==> config.mk <==
export PLATFORM = sky130hd
export DESIGN_NAME = narnet_seq_ctrl
export DESIGN_NICKNAME = d
export VERILOG_FILES = /design/src/rtl/narnet_seq_ctrl.sv
export SDC_FILE = /design/constraint.sdc
export NUM_CORES = 1
export LEC_CHECK = 0
export ABC_AREA = 1
export BUFFER_PORTS_ARGS = -buffer_cell sky130_fd_sc_hd__buf_2
export CAP_MARGIN = 30
export CORE_MARGIN = 5
export CORE_UTILIZATION = 56
export CTS_CLUSTER_SIZE = 10
export DETAILED_ROUTE_END_ITERATION = 10
export PLACE_DENSITY = 0.78
export SYNTH_ARGS = -nofsm -noshare
export SYNTH_HDL_FRONTEND = slang
export SYNTH_SLANG_ARGS = --single-unit
==> constraint.sdc <==
create_clock -name clk -period 2.4 [get_ports clk]
set_clock_uncertainty 0.15 [all_clocks]
set_input_delay 0.72 -clock clk [delete_from_list [all_inputs] [get_ports clk]]
set_output_delay 0.72 -clock clk [all_outputs]
set_load 0.005 [all_outputs]
==> src/rtl/narnet_seq_ctrl.sv <==
// Sequencer in front of the NARNet inference core: open-loop per-sample inference
// or H-step closed-loop forecasting, with result backpressure and a core watchdog.
//
// state | meaning
// IDLE  | waiting for an input sample (open-loop) or a start request (closed-loop)
// ISSUE | one-cycle sample strobe to the core, watchdog cleared
// WAIT  | waiting for the core result flag to rise; watchdog counting
// HOLD  | result presented downstream until accepted

module narnet_seq_ctrl #(
    parameter int HORIZON_W = 8,
    parameter int TIMEOUT   = 255
) (
    input  logic                 clk,
    input  logic                 rst,
    input  logic                 enable,
    input  logic                 mode,
    input  logic                 start,
    input  logic [HORIZON_W-1:0] horizon,
    input  logic                 s_valid,
    output logic                 s_ready,
    input  logic [7:0]           s_data,
    output logic                 core_en,
    output logic                 core_rst,
    output logic                 core_x_ready,
    output logic [7:0]           core_x,
    input  logic [7:0]           core_y,
    input  logic                 core_out_ready,
    output logic                 m_valid,
    input  logic                 m_ready,
    output logic [7:0]           m_data,
    output logic                 m_last,
    output logic                 busy,
    output logic                 timeout_err,
    output logic [15:0]          result_cnt
);

    typedef enum logic [1:0] {
        IDLE  = 2'd0,
        ISSUE = 2'd1,
        WAIT  = 2'd2,
        HOLD  = 2'd3
    } state_t;

    localparam logic [15:0]          WD_LAST = 16'(TIMEOUT - 1);
    localparam logic [HORIZON_W-1:0] ONE_H   = 1;

    state_t               state;
    logic [7:0]           x_reg;
    logic [7:0]           fb;
    logic [HORIZON_W-1:0] h_reg;
    logic [HORIZON_W-1:0] step;
    logic                 cl_run;
    logic                 out_rdy_prev;
    logic [15:0]          wd;
    logic                 rise;
    logic                 last_step;
    logic                 wd_fire;

    assign core_en   = enable;
    assign core_x    = x_reg;
    assign busy      = (state != IDLE);
    assign rise      = core_out_ready & ~out_rdy_prev;
    assign last_step = cl_run & (step == h_reg - ONE_H);
    // A result edge in the same cycle as the last watchdog tick still wins.
    assign wd_fire   = (state == WAIT) & ~rise & (wd == WD_LAST);

    assign s_ready      = enable & ~rst & (state == IDLE) & ~mode;
    assign core_x_ready = enable & ~rst & (state == ISSUE);
    assign core_rst     = enable & ~rst & wd_fire;

    always_ff @(posedge clk) begin
        if (rst) begin
            state        <= IDLE;
            x_reg        <= 8'd0;
            fb           <= 8'd0;
            h_reg        <= '0;
            step         <= '0;
            cl_run       <= 1'b0;
            out_rdy_prev <= 1'b0;
            wd           <= 16'd0;
            m_valid      <= 1'b0;
            m_data       <= 8'd0;
            m_last       <= 1'b0;
            timeout_err  <= 1'b0;
            result_cnt   <= 16'd0;
        end else if (enable) begin
            out_rdy_prev <= core_out_ready;
            case (state)
                IDLE: begin
                    if (mode && start) begin
                        h_reg  <= horizon;
                        step   <= '0;
                        cl_run <= 1'b1;
                        if (horizon != '0) begin
                            x_reg <= fb;
                            state <= ISSUE;
                        end
                    end else if (!mode && s_valid) begin
                        x_reg  <= s_data;
                        cl_run <= 1'b0;
                        state  <= ISSUE;
                    end
                end
                ISSUE: begin
                    wd    <= 16'd0;
                    state <= WAIT;
                end
                WAIT: begin
                    if (rise) begin
                        m_data  <= core_y;
                        fb      <= core_y;
                        m_valid <= 1'b1;
                        m_last  <= last_step;
                        state   <= HOLD;
                    end else if (wd_fire) begin
                        timeout_err <= 1'b1;
                        cl_run      <= 1'b0;
                        state       <= IDLE;
                    end else begin
                        wd <= wd + 16'd1;
                    end
                end
                HOLD: begin
                    if (m_ready) begin
                        m_valid    <= 1'b0;
                        m_last     <= 1'b0;
                        result_cnt <= result_cnt + 16'd1;
                        if (cl_run && !last_step) begin
                            step  <= step + ONE_H;
                            x_reg <= fb;
                            state <= ISSUE;
                        end else begin
                            state <= IDLE;
                        end
                    end
                end
                default: state <= IDLE;
            endcase
        end
    end

endmodule

# Word level (Yosys, flattened, before mapping)
# Cells that the tools add are included.
[classes]
magnitude_cmp = 0
muxes = 31
n_div = 0
bitwise_logic = 13
shift = 0
n_reduce_logical = 22
n_mul = 0
eq_ne = 15
n_addsub = 4
[ops]
columns = ["operator", "n"]
rows = [
  ["8-bit two-way mux", 8],
  ["16-bit by 1-bit adder with 16-bit output (second input constant)", 2],
  ["16-bit two-way mux", 2],
  ["16-bit one-hot mux with 2 select lines", 1],
  ["8-bit one-hot mux with 2 select lines", 2],
  ["16-bit by 8-bit == test with 1-bit output (second input constant)", 1],
  ["5-bit AND reduction", 3],
  ["2-bit two-way mux", 6],
  ["2-bit inequality test (second input constant)", 6],
  ["4-bit AND reduction", 3],
  ["2-bit nonzero test", 5],
  ["1-bit bitwise AND", 9],
  ["3-bit AND reduction", 3],
  ["8-bit by 1-bit adder with 8-bit output (second input constant)", 1],
  ["8-bit == test", 1],
  ["1-bit two-way mux", 8],
  ["2-bit one-hot mux with 4 select lines", 1],
  ["8-bit nonzero test", 1],
  ["8-bit by 1-bit subtractor with 8-bit output (second input constant)", 1],
  ["1-bit one-hot mux with 2 select lines", 3],
  ["6-bit AND reduction", 1],
  ["2-bit == test (second input constant)", 2],
  ["1-bit NOT", 4],
  ["1-bit logical AND", 3],
  ["7 further kinds", 8],
]
[word_totals]
word_cells = 97
latch_bits = 0
mem_bits_ro = 0
output_inout_bits = 40
mem_bits_rw = 0
mem_count = 0
input_bits = 32
reg_bits = 71

# Logic depth before layout (Yosys ltp)
# Gate-level depths: netlist of run 1.
[logic_depth]
ltp_word = 8
depth_mapped = 17
mapped_depth_nobuf = 16

# Least setup slack after synthesis of run 1
# OpenSTA, ideal clock, no wires.
[synth_timing]
kind = "input -> output"
startpoint = "input port rst"
endpoint = "output port s_ready"
n_path_buf = 1
path_slack_ns = 0.149
arrival_time_ns = 1.381
stages = 4
t_required_ns = 1.530
cell_sequence = "clkbuf_1 clkinv_1 nand2_1 nor3_1"
[synth_between]
elab_chain_cells = 4
[synth_lines]
columns = ["item", "line_no", "rtl"]
rows = [
  ["from (decl)", "15", "input logic rst,"],
  ["1-bit NOT", "68", "assign s_ready = enable & ~rst & (state == IDLE) & ~mode;"],
  ["1-bit bitwise AND (3 in series)", "68", ""],
  ["to (decl)", "21", "output logic s_ready,"],
]
# Every way passes these cells.

# Worst setup path after layout of run 1
[layout_timing]
startpoint = "register wd[3]"
endpoint = "output port core_rst"
[layout_between]
elab_chain_cells = 3
[layout_lines]
columns = ["item", "line_no", "rtl"]
rows = [
  ["from (decl)", "55", "logic [15:0] wd;"],
  ["from (signal assigned)", "121", "wd <= wd + 16'd1;"],
  ["16-bit by 8-bit == test with 1-bit output", "66", "assign wd_fire = (state == WAIT) & ~rise & (wd == WD_LAST);"],
  ["1-bit bitwise AND", "66", ""],
  ["1-bit bitwise AND", "70", "assign core_rst = enable & ~rst & wd_fire;"],
  ["to (decl)", "24", "output logic core_rst,"],
]
# Every way passes these cells.

==> results.md, run 1 <==
* Syn-to-layout area delta at 23.4%
* Psw at 0.766 mW
* Root Driver: clkbuf_8
* Vias in the first global route at 3,703
* Largest net degree at the start of global routing at 37
* Core box area at 0.00676 sq mm
* Sw frac at 0.292
* Outcome: finished with violations
* CP endpoint kind: output port
* Htree depth at 3
* Combinational Power Share at 0.160
* Yosys warnings at 0
* Initial antenna violation count at 0
* CP Launch Type: flip-flop
* CP max FO at 3
* Syn Inst Count at 568
* Worst-Margin Slew at 0.624 ns
* Syn Area/Cell at 6.81 sq um
* Initial core utilization at 0.573
* Layout cells sized above 1 at 0.253
* Clock sink count at 71
* Sequential cell area at 0.00144 sq mm
* FF-to-FF path depth at 16
* GRT Total Usage at 0.227
* Inserted Diodes at 0
* DR vias at 3,919
* Violation count after the first detailed-route iteration at 241
* Die Span Y at 93.1 um
* Tmin final at 2.44 ns
* WS Path Type: reg -> out
* Post-Syn Area at 0.00387 sq mm
* Die Area at 0.00867 sq mm
* Net count, final at 700
* Unrepaired setup endpoints after global routing: true
* Area of the multi-input gates at 0.00221 sq mm
* Clk slew on worst S/H paths at 0.08 ns
* Crit path max-delay cell type: dfxtp_2
* Final worst path period share at 1.02
* First-pass GRT wire length at 16.1 mm
* Largest stage delay, worst path at 0.37 ns
* Yosys top cell by area: dfxtp_1
* Total power at 2.62 mW
* Synth cell types at 38
* Req. time, crit path at 1.53 ns
* DPL Wire Length at 6.71 mm
* Row Count at 30
* Aggregate global routing overflow at 0
* Register area share after synthesis at 0.367
* Synth Flop Type: dfxtp_1
* Failing checks: negative setup slack
* Commonest non-fill, non-tap cell in the layout: nand2_1
* Final-report hold violation count at 0
* Fmax at 0.410 GHz
* Async set-reset flop share out of synthesis at 0
* CTS tree: done
* Antenna Nets Post-Route at 0
* Slew headroom at 0.581
* Final slew viol count at 0
* Remaining DRCs at 0
* Width of the die at 93.1 um
* Clock Latency Late Sink at 0.35 ns
* Number of buffers created by CTS at 9
* Top Registers: result_cnt (16), wd (16)
* Yosys reg bits at 71
* Layout fillers at 540
* Int Power at 1.86 mW
* Total leakage power at 2.20 nW
* Fin cells at 748
* Mapped Nets at 605
* Post-synth EDFFs at 0
* Final worst slack at -0.0393 ns
* Vias per std cell at 5.24
* Area share of the largest cell type after synthesis at 0.367
* Peak VDD IR at 407 uV
* Routed wire length at 9.95 mm
* Reg power frac at 0.478
* Clk pwr share at 0.362
* Cells after DPL at 715
* IO Port Bufs at 71
* Hold Path Cell Cnt at 2
* Clock Path Buffers at 2
* GP Congestion at 0.868
* Synth area leaders: dfxtp_1 (37%), nand2_1 (12%), nor2_1 (8.7%)
* P per Cell Area at 549 mW/mm^2
* WL per Instance at 13.3 um
* Worst Hold Class: reg -> reg
* Setup violators final at 1
* Max-Cap Viols at 0
* Most frequent cells in the layout: nand2_1 (121), nor2_1 (87), buf_2 (71)
* Crit path DAT at 1.57 ns
* Crit-path cells: nand2_4 -> nor2_4 -> inv_2 -> nor4_4 -> nand2_1 -> nor2_2 -> buf_2
* Ports at 72
* DR pass1 iterations at 4
## Yosys cell counts (2+ instances only)
master    count
nand2_1     127
nor2_1       90
dfxtp_1      71
inv_1        58
a21oi_1      48
nand3_1      32
o21ai_0      27
xor2_1       21
nor3_1       11
clkbuf_1      8
mux2_2        8
nand4_1       7
xnor2_1       7
nor4_1        6
ha_1          5
nand2_2       5
nor2_4        5
inv_2         3
nand2_4       3
buf_1         2
buf_4         2
buf_6         2
clkinv_1      2
nor2_2        2
nor3b_1       2
o21ai_1       2
## power groups by stage
| stage | combinational (mW) | sequential, mW | clock [mW] |
|---|---|---|---|
| finish | 0.419 | 1.25 | 0.950 |
| detailed placement | 0.395 | 1.28 | 0 |
| CTS | 0.412 | 1.25 | 0.950 |
| floorplan | 0.275 | 1.28 | 0 |
| global route | 0.474 | 1.26 | 1.01 |
| global placement | 0.385 | 1.28 | 0 |
## cells by family (layout without fill, tap and decap cells)
kind of cell	after synthesis	after routing	synth area share
and+or+nand+nor	295	295	0.339
AOI/OAI and AO/OA	81	81	0.107
buffers and inverters	80	180	0.0844
DFF	71	71	0.367
xor gates and xnor gates	28	28	0.0634
muxes	8	8	0.0233
adders and majority gates	5	5	0.0162
## critical path, delay by kind of cell (launching register included)
family | cells | cell delay (ns)
DFF | 1 | 0.37
buffers and inverters | 2 | 0.18
and+or+nand+nor | 5 | 0.68
## timing repair
item / 4_1_cts / 5_1_grt
hold buffers: 0 / 0
setup endpoints to repair: 1 / 18
pin swaps: 7 / 8
cloned: 0 / 0
setup buffers: 16 / 2
gates resized for setup: 22 / 18
## per-layer routing
metal,track usage,part of all wire,vias to the layer above
met1,0.284,0.44,1772
met2,0.381,0.48,128
li1,-,-,2003
met3,0.0652,0.067,16
met5,0,0,-
met4,0.0672,0.017,0
## path summary, 6_finish.rpt
kind                 from       end  slack (ns)
hold / removal    m_valid   m_valid        0.32
hold reg to reg   m_valid   m_valid        0.32
setup / recovery    wd[3]  core_rst       -0.04
setup reg to reg    wd[3]    wd[14]        0.05
## area by class of cell
cell class / count / share of cell area
Tap cell: 80 / 0.0210
Timing Repair Buffer: 100 / 0.125
Sequential cell: 71 / 0.300
Multi-Input combinational cell: 417 / 0.463
Inverter: 64 / 0.0506
Clock buffer: 10 / 0.0267
Clock inverter: 6 / 0.0128
## per-stage QoR
step / instance area, sq um / utilization / setup TNS (ns) / setup slack [ns] / hold WS (ns)
2_1_floorplan: 3870 / - / 0 / 0.149 / 0.299
3_3_place_gp: 4330 / 0.641 / 0 / 0.136 / 0.301
3_5_place_dp: 4330 / 0.641 / 0 / 0.119 / 0.308
4_1_cts: 4690 / 0.694 / -0.0175 / -0.0175 / 0.321
5_1_grt: 4780 / 0.707 / -0.175 / -0.123 / 0.354
6_report: 4780 / 0.707 / -0.0393 / -0.0393 / 0.318
Power figures use the tool's default switching activity.
==> inputs of run 2 (changes only) <==
- ABC_AREA: 1 -> not set
- CORE_UTILIZATION: 56 -> 55
- GPL_ROUTABILITY_DRIVEN: not set -> 1
==> run 2 against run 1 <==
- cell count fell by 19%
- design area fell by 1.6%
- sequential cell count did not move
- die area fell by 2.6%
- clock power rose by 17%
- wire length fell by 6.4%
- the run still ends with negative setup slack left
==> results.md, run 2 <==
* GRT Total Usage at 0.231 (+0.00415)
* IO Port Bufs at 71 (unchanged)
* Post-Syn Area at 0.00369 sq mm (-4.7%)
* Setup violators final at 6 (+5)
* Vias per std cell at 5.62 (+7.2%)
* Syn Area/Cell at 8.58 sq um (+26%)
* Failing checks: negative setup slack
* Clock Path Buffers at 2 (unchanged)
* Routed wire length at 9.32 mm (-6.4%)
* Htree depth at 3 (unchanged)
* Crit path top cell by count: nor2_1
* Unrepaired setup endpoints after global routing: true
* Initial antenna violation count at 0 (unchanged)
* First-pass GRT wire length at 16.1 mm (+0.30%)
* DR pass1 iterations at 4 (unchanged)
* Async set-reset flop share out of synthesis at 0 (unchanged)
* Final slew viol count at 0 (unchanged)
* Syn Inst Count at 430 (-24%)
* Synth area leaders: dfxtp_1 (39%), mux2i_1 (7.3%), nor2_1 (6.8%)
* Tmin final at 2.54 ns (+0.0964 ns)
* Layout cells sized above 1 at 0.303 (+0.0496)
* Crit path max-delay cell type: dfxtp_2
* Antenna Nets Post-Route at 0 (unchanged)
* Total leakage power at 2.07 nW (-5.9%)
* DPL Wire Length at 6.72 mm (+0.18%)
* Most frequent cells in the layout: buf_2 (71), nor2_1 (66), dfxtp_1 (61)
* Initial core utilization at 0.574 (+0.00155)
* Ports at 72 (unchanged)
* Outcome: finished with violations
* Fin cells at 609 (-19%)
* Core box area at 0.00642 sq mm (-4.9%)
* Clk slew on worst S/H paths at 0.07 ns (about the same)
* Mapped Nets at 467 (-23%)
* Synth cell count leaders: dfxtp_1 (71), nor2_1 (67), mux2i_1 (27)
* Max-Cap Viols at 0 (unchanged)
* Commonest non-fill, non-tap cell in the layout: buf_2
* Crit-path cells: and2_1 -> nor3b_2 -> nand4_1 -> nor2_1 -> nand3_1 -> nor2_1 -> buf_2
* Synth Flop Type: dfxtp_1
* Worst Hold Margin at 0.294 ns (-0.0239 ns)
* Peak VDD IR at 304 uV (-25%)
* Root Driver: clkbuf_8
* Net count, final at 564 (-19%)
* CTS tree: done
* Slew headroom at 0.606 (+0.0253)
* Crit path DAT at 1.67 ns (+0.10 ns)
* Die Span Y at 91.9 um (-1.3%)
* Die Area at 0.00844 sq mm (-2.6%)
* Crit-path leading delay family: simple AND/OR/NAND/NOR gates
* Width of the die at 91.9 um (-1.3%)
* Final worst path period share at 1.06 (+0.0402)
* Req. time, crit path at 1.53 ns (about the same)
* Crit path buffers/inverters at 1 (-1)
* DR vias at 3,420 (-13%)
* Top Registers: result_cnt (16), wd (16)
* Clock Latency Late Sink at 0.34 ns (about the same)
* Violation count after the first detailed-route iteration at 222 (-7.9%)
* Syn-to-layout area delta at 27.5%
* CP endpoint kind: output port
* Register area share after synthesis at 0.385 (+0.0181)
* Yosys warnings at 0 (unchanged)
* Yosys top cell by area: dfxtp_1
* Dominant cell by count in the synthesized netlist: dfxtp_1
* Inserted Diodes at 0 (unchanged)
* CP Launch Type: flip-flop
* Final worst slack at -0.136 ns (-0.0964 ns)
* WS Path Type: reg -> out
* Final-report hold violation count at 0 (unchanged)
* Remaining DRCs at 0 (unchanged)
* Post-synth EDFFs at 0 (unchanged)
* Aggregate global routing overflow at 0 (unchanged)
* WL per Instance at 15.3 um (+15%)
* P per Cell Area at 566 mW/mm^2 (+3.1%)
* Synth cell types at 52 (+37%)
* Clock sink count at 71 (unchanged)
* Fmax at 0.394 GHz (-3.8%)
* CP max FO at 5 (+2)
* Cells after DPL at 587 (-18%)
* Largest stage delay, worst path at 0.36 ns (about the same)
* Worst Hold Class: reg -> reg
* GP Congestion at 0.910 (+4.7%)
* Vias in the first global route at 3,497 (-5.6%)
* Worst-Margin Slew at 0.591 ns (-0.0331 ns)
* Largest net degree at the start of global routing at 29 (-22%)
* Total power at 2.66 mW (+1.4%)
* Area share of the largest cell type after synthesis at 0.385 (+0.0181)
* Yosys reg bits at 71 (unchanged)
* Row Count at 29 (-3.3%)
* Number of buffers created by CTS at 9 (unchanged)
-- run 2: changes by cell type after synthesis, sizes merged, moves of 9 or more --
cell   change
nand2    -110
inv       -51
nor2      -29
a21oi     -27
mux2i     +27
o21ai     -19
nand3     -18
nor2b     +13
nand4     +12
or3       +12
and3       +9
-- run 2: through the flow --
stage | setup TNS [ns] | area [sq um] | setup WS (ns) | util
3_5_place_dp | -0.0513 | 4340 | -0.0161 | 0.675
2_1_floorplan | -0.00690 | 3740 | -0.00690 | -
5_1_grt | -0.875 | 4700 | -0.292 | 0.732
3_3_place_gp | 0 | 4340 | 0.0193 | 0.675
4_1_cts | -0.264 | 4620 | -0.177 | 0.720
6_report | -0.146 | 4700 | -0.136 | 0.732
-- run 2: kinds of logic (layout without fill, tap and decap cells) --
family	Yosys count	count (layout)	synth area share
simple gates	199	199	0.278
flops	71	71	0.385
compound gates	58	58	0.110
mux	35	35	0.0977
xor+xnor	32	32	0.0797
buf+inv	30	132	0.0319
fa+ha+maj	5	5	0.0170
-- run 2: final cells by class --
| cell class | count | area (sq um) |
|---|---|---|
| Fill cell | 507 | 1720 |
| Sequential cell | 71 | 1430 |
| Timing Repair Buffer | 106 | 634 |
| Clock buffer | 12 | 155 |
| Clock inverter | 4 | 77.6 |
| Inverter | 10 | 37.5 |
| Multi-Input combinational cell | 329 | 2270 |
| Tap cell | 77 | 96.3 |
-- run 2: repair_timing --
action                     4_1_cts  5_1_grt
buffers inserted                 2        4
hold buffers                     0        0
pin swaps                        6        6
resized for setup               10       16
hold endpoints to repair         0        0
setup endpoints to repair       10       17
-- run 2: final timing paths --
| kind | startpoint | cells past startpoint | slack, ns | end |
|---|---|---|---|---|
| setup / recovery | wd[6] | 7 | -0.14 | core_rst |
| hold reg to reg | timeout_err | 2 | 0.29 | timeout_err |
| setup reg to reg | h_reg[2] | 7 | -0.01 | core_x[0] |
| hold / removal | timeout_err | 2 | 0.29 | timeout_err |
-- run 2: worst min-delay path, cell delays in order, from the launching register on --
cell and delay [ns]:
dfxtp_1 0.31, inv_1 0.04, a21oi_1 0.05
-- run 2: report_power, final --
| part | leakage (nW) | internal, mW | switching (mW) | total (mW) |
|---|---|---|---|---|
| registers | 0.578 | 1.20 | 0.0205 | 1.22 |
| logic | 1.37 | 0.163 | 0.169 | 0.332 |
| clock network | 0.117 | 0.647 | 0.464 | 1.11 |
-- run 2: per-layer routing --
layer  global-route usage  part of all wire
met4               0.0755             0.015
met3               0.0753             0.069
met2                0.384              0.47
met1                0.284              0.44
met5                    0                 0
==> inputs of run 3 (changes only) <==
- CORE_MARGIN: 5 -> not set
==> run 3 against run 2 <==
- the flow finishes with violations (design-rule violations, negative setup slack)
- power is 6.5% lower
- highest routed layer unchanged
- critical endpoint unchanged
- first-iteration DRC count is 15% higher
- clock power is 15% lower
- setup slack worse by 0.024 ns
- largest power group unchanged
- fmax is 0.95% lower
- non-clock buffer count is 3 lower
- wire length is 2.0% lower
- register-to-register slack better by 0.02 ns
==> results.md, run 3 (same netlist as run 2, synthesis figures left out) <==
* Net count, final at 561 (-0.53%)
* Violation count after the first detailed-route iteration at 255 (+15%)
* Root Driver: clkbuf_8
* Tmin final at 2.56 ns (+0.0243 ns)
* Worst Hold Margin at 0.292 ns (-0.00177 ns)
* Final slew viol count at 0 (unchanged)
* DR vias at 3,493 (+2.1%)
* FF-to-FF path depth at 7 (unchanged)
* Layout cells sized above 1 at 0.297 (-0.00585)
* Slew headroom at 0.567 (-0.0393)
* Layout fillers at 484 (-4.5%)
* Final worst path period share at 1.07 (+0.0101)
* Worst r2r dst: core_x[4]
* Initial core utilization at 0.574 (unchanged)
* Initial antenna violation count at 0 (unchanged)
* Ports at 72 (unchanged)
* Vias in the first global route at 3,336 (-4.6%)
* Total leakage power at 2.03 nW (-2.0%)
* Remaining DRCs at 6 (+6)
* Aggregate global routing overflow at 0 (unchanged)
* Htree depth at 3 (unchanged)
* Core box area at 0.00642 sq mm (unchanged)
* CTS tree: done
* Most frequent cells in the layout: buf_2 (71), nor2_1 (67), dfxtp_1 (64)
* Row Count at 29 (unchanged)
* CP Launch Type: flip-flop
* Peak VDD IR at 472 uV (+56%)
* Req. time, crit path at 1.53 ns (about the same)
* Cells after DPL at 584 (-0.51%)
* Hold Path Cell Cnt at 2 (unchanged)
* Top Registers: result_cnt (16), wd (16)
* Design area at 0.00464 sq mm (-1.3%)
* Unrepaired setup endpoints after global routing: true
* Hold-fix buffers, CTS at 0 (unchanged)
* Failing checks: design-rule violations, negative setup slack
* DPL Wire Length at 6.57 mm (-2.2%)
* Routed wire length at 9.13 mm (-2.0%)
* Final-report hold violation count at 0 (unchanged)
* Reg2Reg Setup Slack at 0.01 ns (+0.02 ns)
* WS Path Type: reg -> out
* Width of the die at 83.9 um (-8.7%)
* Fin cells at 606 (-0.49%)
* Number of buffers created by CTS at 9 (unchanged)
* Largest net degree at the start of global routing at 47 (+62%)
* Crit path DAT at 1.69 ns (+0.02 ns)
* Hold path startpoint: timeout_err
* Antenna Nets Post-Route at 0 (unchanged)
* Fmax at 0.391 GHz (-0.95%)
* Clock Path Buffers at 2 (unchanged)
* Clk slew on worst S/H paths at 0.07 ns (about the same)
* CP endpoint kind: output port
* GP Congestion at 0.901 (-0.93%)
* Placed cell area at 0.00430 sq mm (-0.81%)
* First-pass GRT wire length at 15.1 mm (-6.6%)
* Die Span Y at 83.9 um (-8.7%)
* Clock sink count at 71 (unchanged)
* Die Area at 0.00704 sq mm (-17%)
* WL per Instance at 15.1 um (-1.5%)
* Commonest non-fill, non-tap cell in the layout: buf_2
* Hold EP: timeout_err
* IO Port Bufs at 71 (unchanged)
* CP max FO at 2 (-3)
* Setup violators final at 2 (-4)
* Outcome: finished with violations
* Syn-to-layout area delta at 25.8%
* Vias per std cell at 5.76 (+2.6%)
* Clock Latency Late Sink at 0.35 ns (about the same)
* Inserted Diodes at 0 (unchanged)
* Worst-Margin Slew at 0.650 ns (+0.0589 ns)
* DR pass1 iterations at 8 (+4)
* Final worst slack at -0.160 ns (-0.0243 ns)
* Max-Cap Viols at 0 (unchanged)
* Worst reg2reg startpoint: h_reg[0]
* P per Cell Area at 537 mW/mm^2 (-5.2%)
* GRT Total Usage at 0.268 (+0.0361)
* Worst Hold Class: reg -> reg
## run 3: cell count changes in the layout (fill, tap and decap cells not counted), moves of 2 or more
| cell | delta |
|---|---|
| buf_4 | -3 |
| dfxtp_1 | +3 |
| dfxtp_4 | +2 |
| clkinvlp_4 | +2 |
| dfxtp_2 | -5 |
| a21oi_2 | +2 |
| a21oi_1 | -2 |
| clkbuf_8 | -2 |
## run 3: final cells by class
cell class / count / area (sq um) / share of cell area
Sequential cell: 71 / 1440 / 0.309
Tap cell: 77 / 96.3 / 0.0208
Multi-Input combinational cell: 329 / 2270 / 0.489
Clock buffer: 11 / 131 / 0.0283
Clock inverter: 5 / 58.8 / 0.0127
Inverter: 10 / 37.5 / 0.00809
Timing Repair Buffer: 103 / 612 / 0.132
## run 3: critical path, stage by stage (launching register included)
cell     delay (ns)
dfxtp_2        0.33
inv_2          0.06
ha_4           0.12
nor4b_4        0.20
nand4_1        0.16
nor2_1         0.12
nand3_1        0.13
nor2_1         0.11
buf_2          0.12
## run 3: through the flow
step	util	power, mW	worst slack [ns]	setup TNS [ns]
final	0.722	2.49	-0.160	-0.245
after global routing	0.722	2.58	-0.258	-0.828
after CTS	0.711	2.48	-0.162	-0.233
after detailed placement	0.670	1.54	-0.0904	-0.735
after global placement	0.670	1.53	-0.0379	-0.296
after floorplan	-	1.43	-0.00690	-0.00690
## run 3: per-layer routing
| layer | up-vias | GRT usage | routed length, um |
|---|---|---|---|
| met1 | 1638 | 0.329 | 4060 |
| li1 | 1705 | - | - |
| met4 | 0 | 0.119 | 208 |
| met5 | - | 0 | 0 |
| met3 | 22 | 0.0633 | 574 |
| met2 | 128 | 0.445 | 4280 |
## run 3: power breakdown
| part | switching (mW) | internal, mW | total (mW) |
|---|---|---|---|
| sequential | 0.0196 | 1.20 | 1.22 |
| clock | 0.465 | 0.481 | 0.946 |
| combinational | 0.171 | 0.157 | 0.328 |
## run 3: worst max path at each step
stage                   from         to  cells past startpoint
finish                 wd[0]   core_rst                      8
CTS                    wd[0]   core_rst                      8
global placement    h_reg[1]  core_x[1]                      8
global route           wd[0]   core_rst                      8
detailed placement  h_reg[2]  core_x[5]                      6
floorplan             enable    step[7]                      7
## run 3: what timing repair did
action                     CTS  global route
setup endpoints to repair   10            18
pin swaps                    5            11
resized for setup           10            17
buffers inserted             3             3
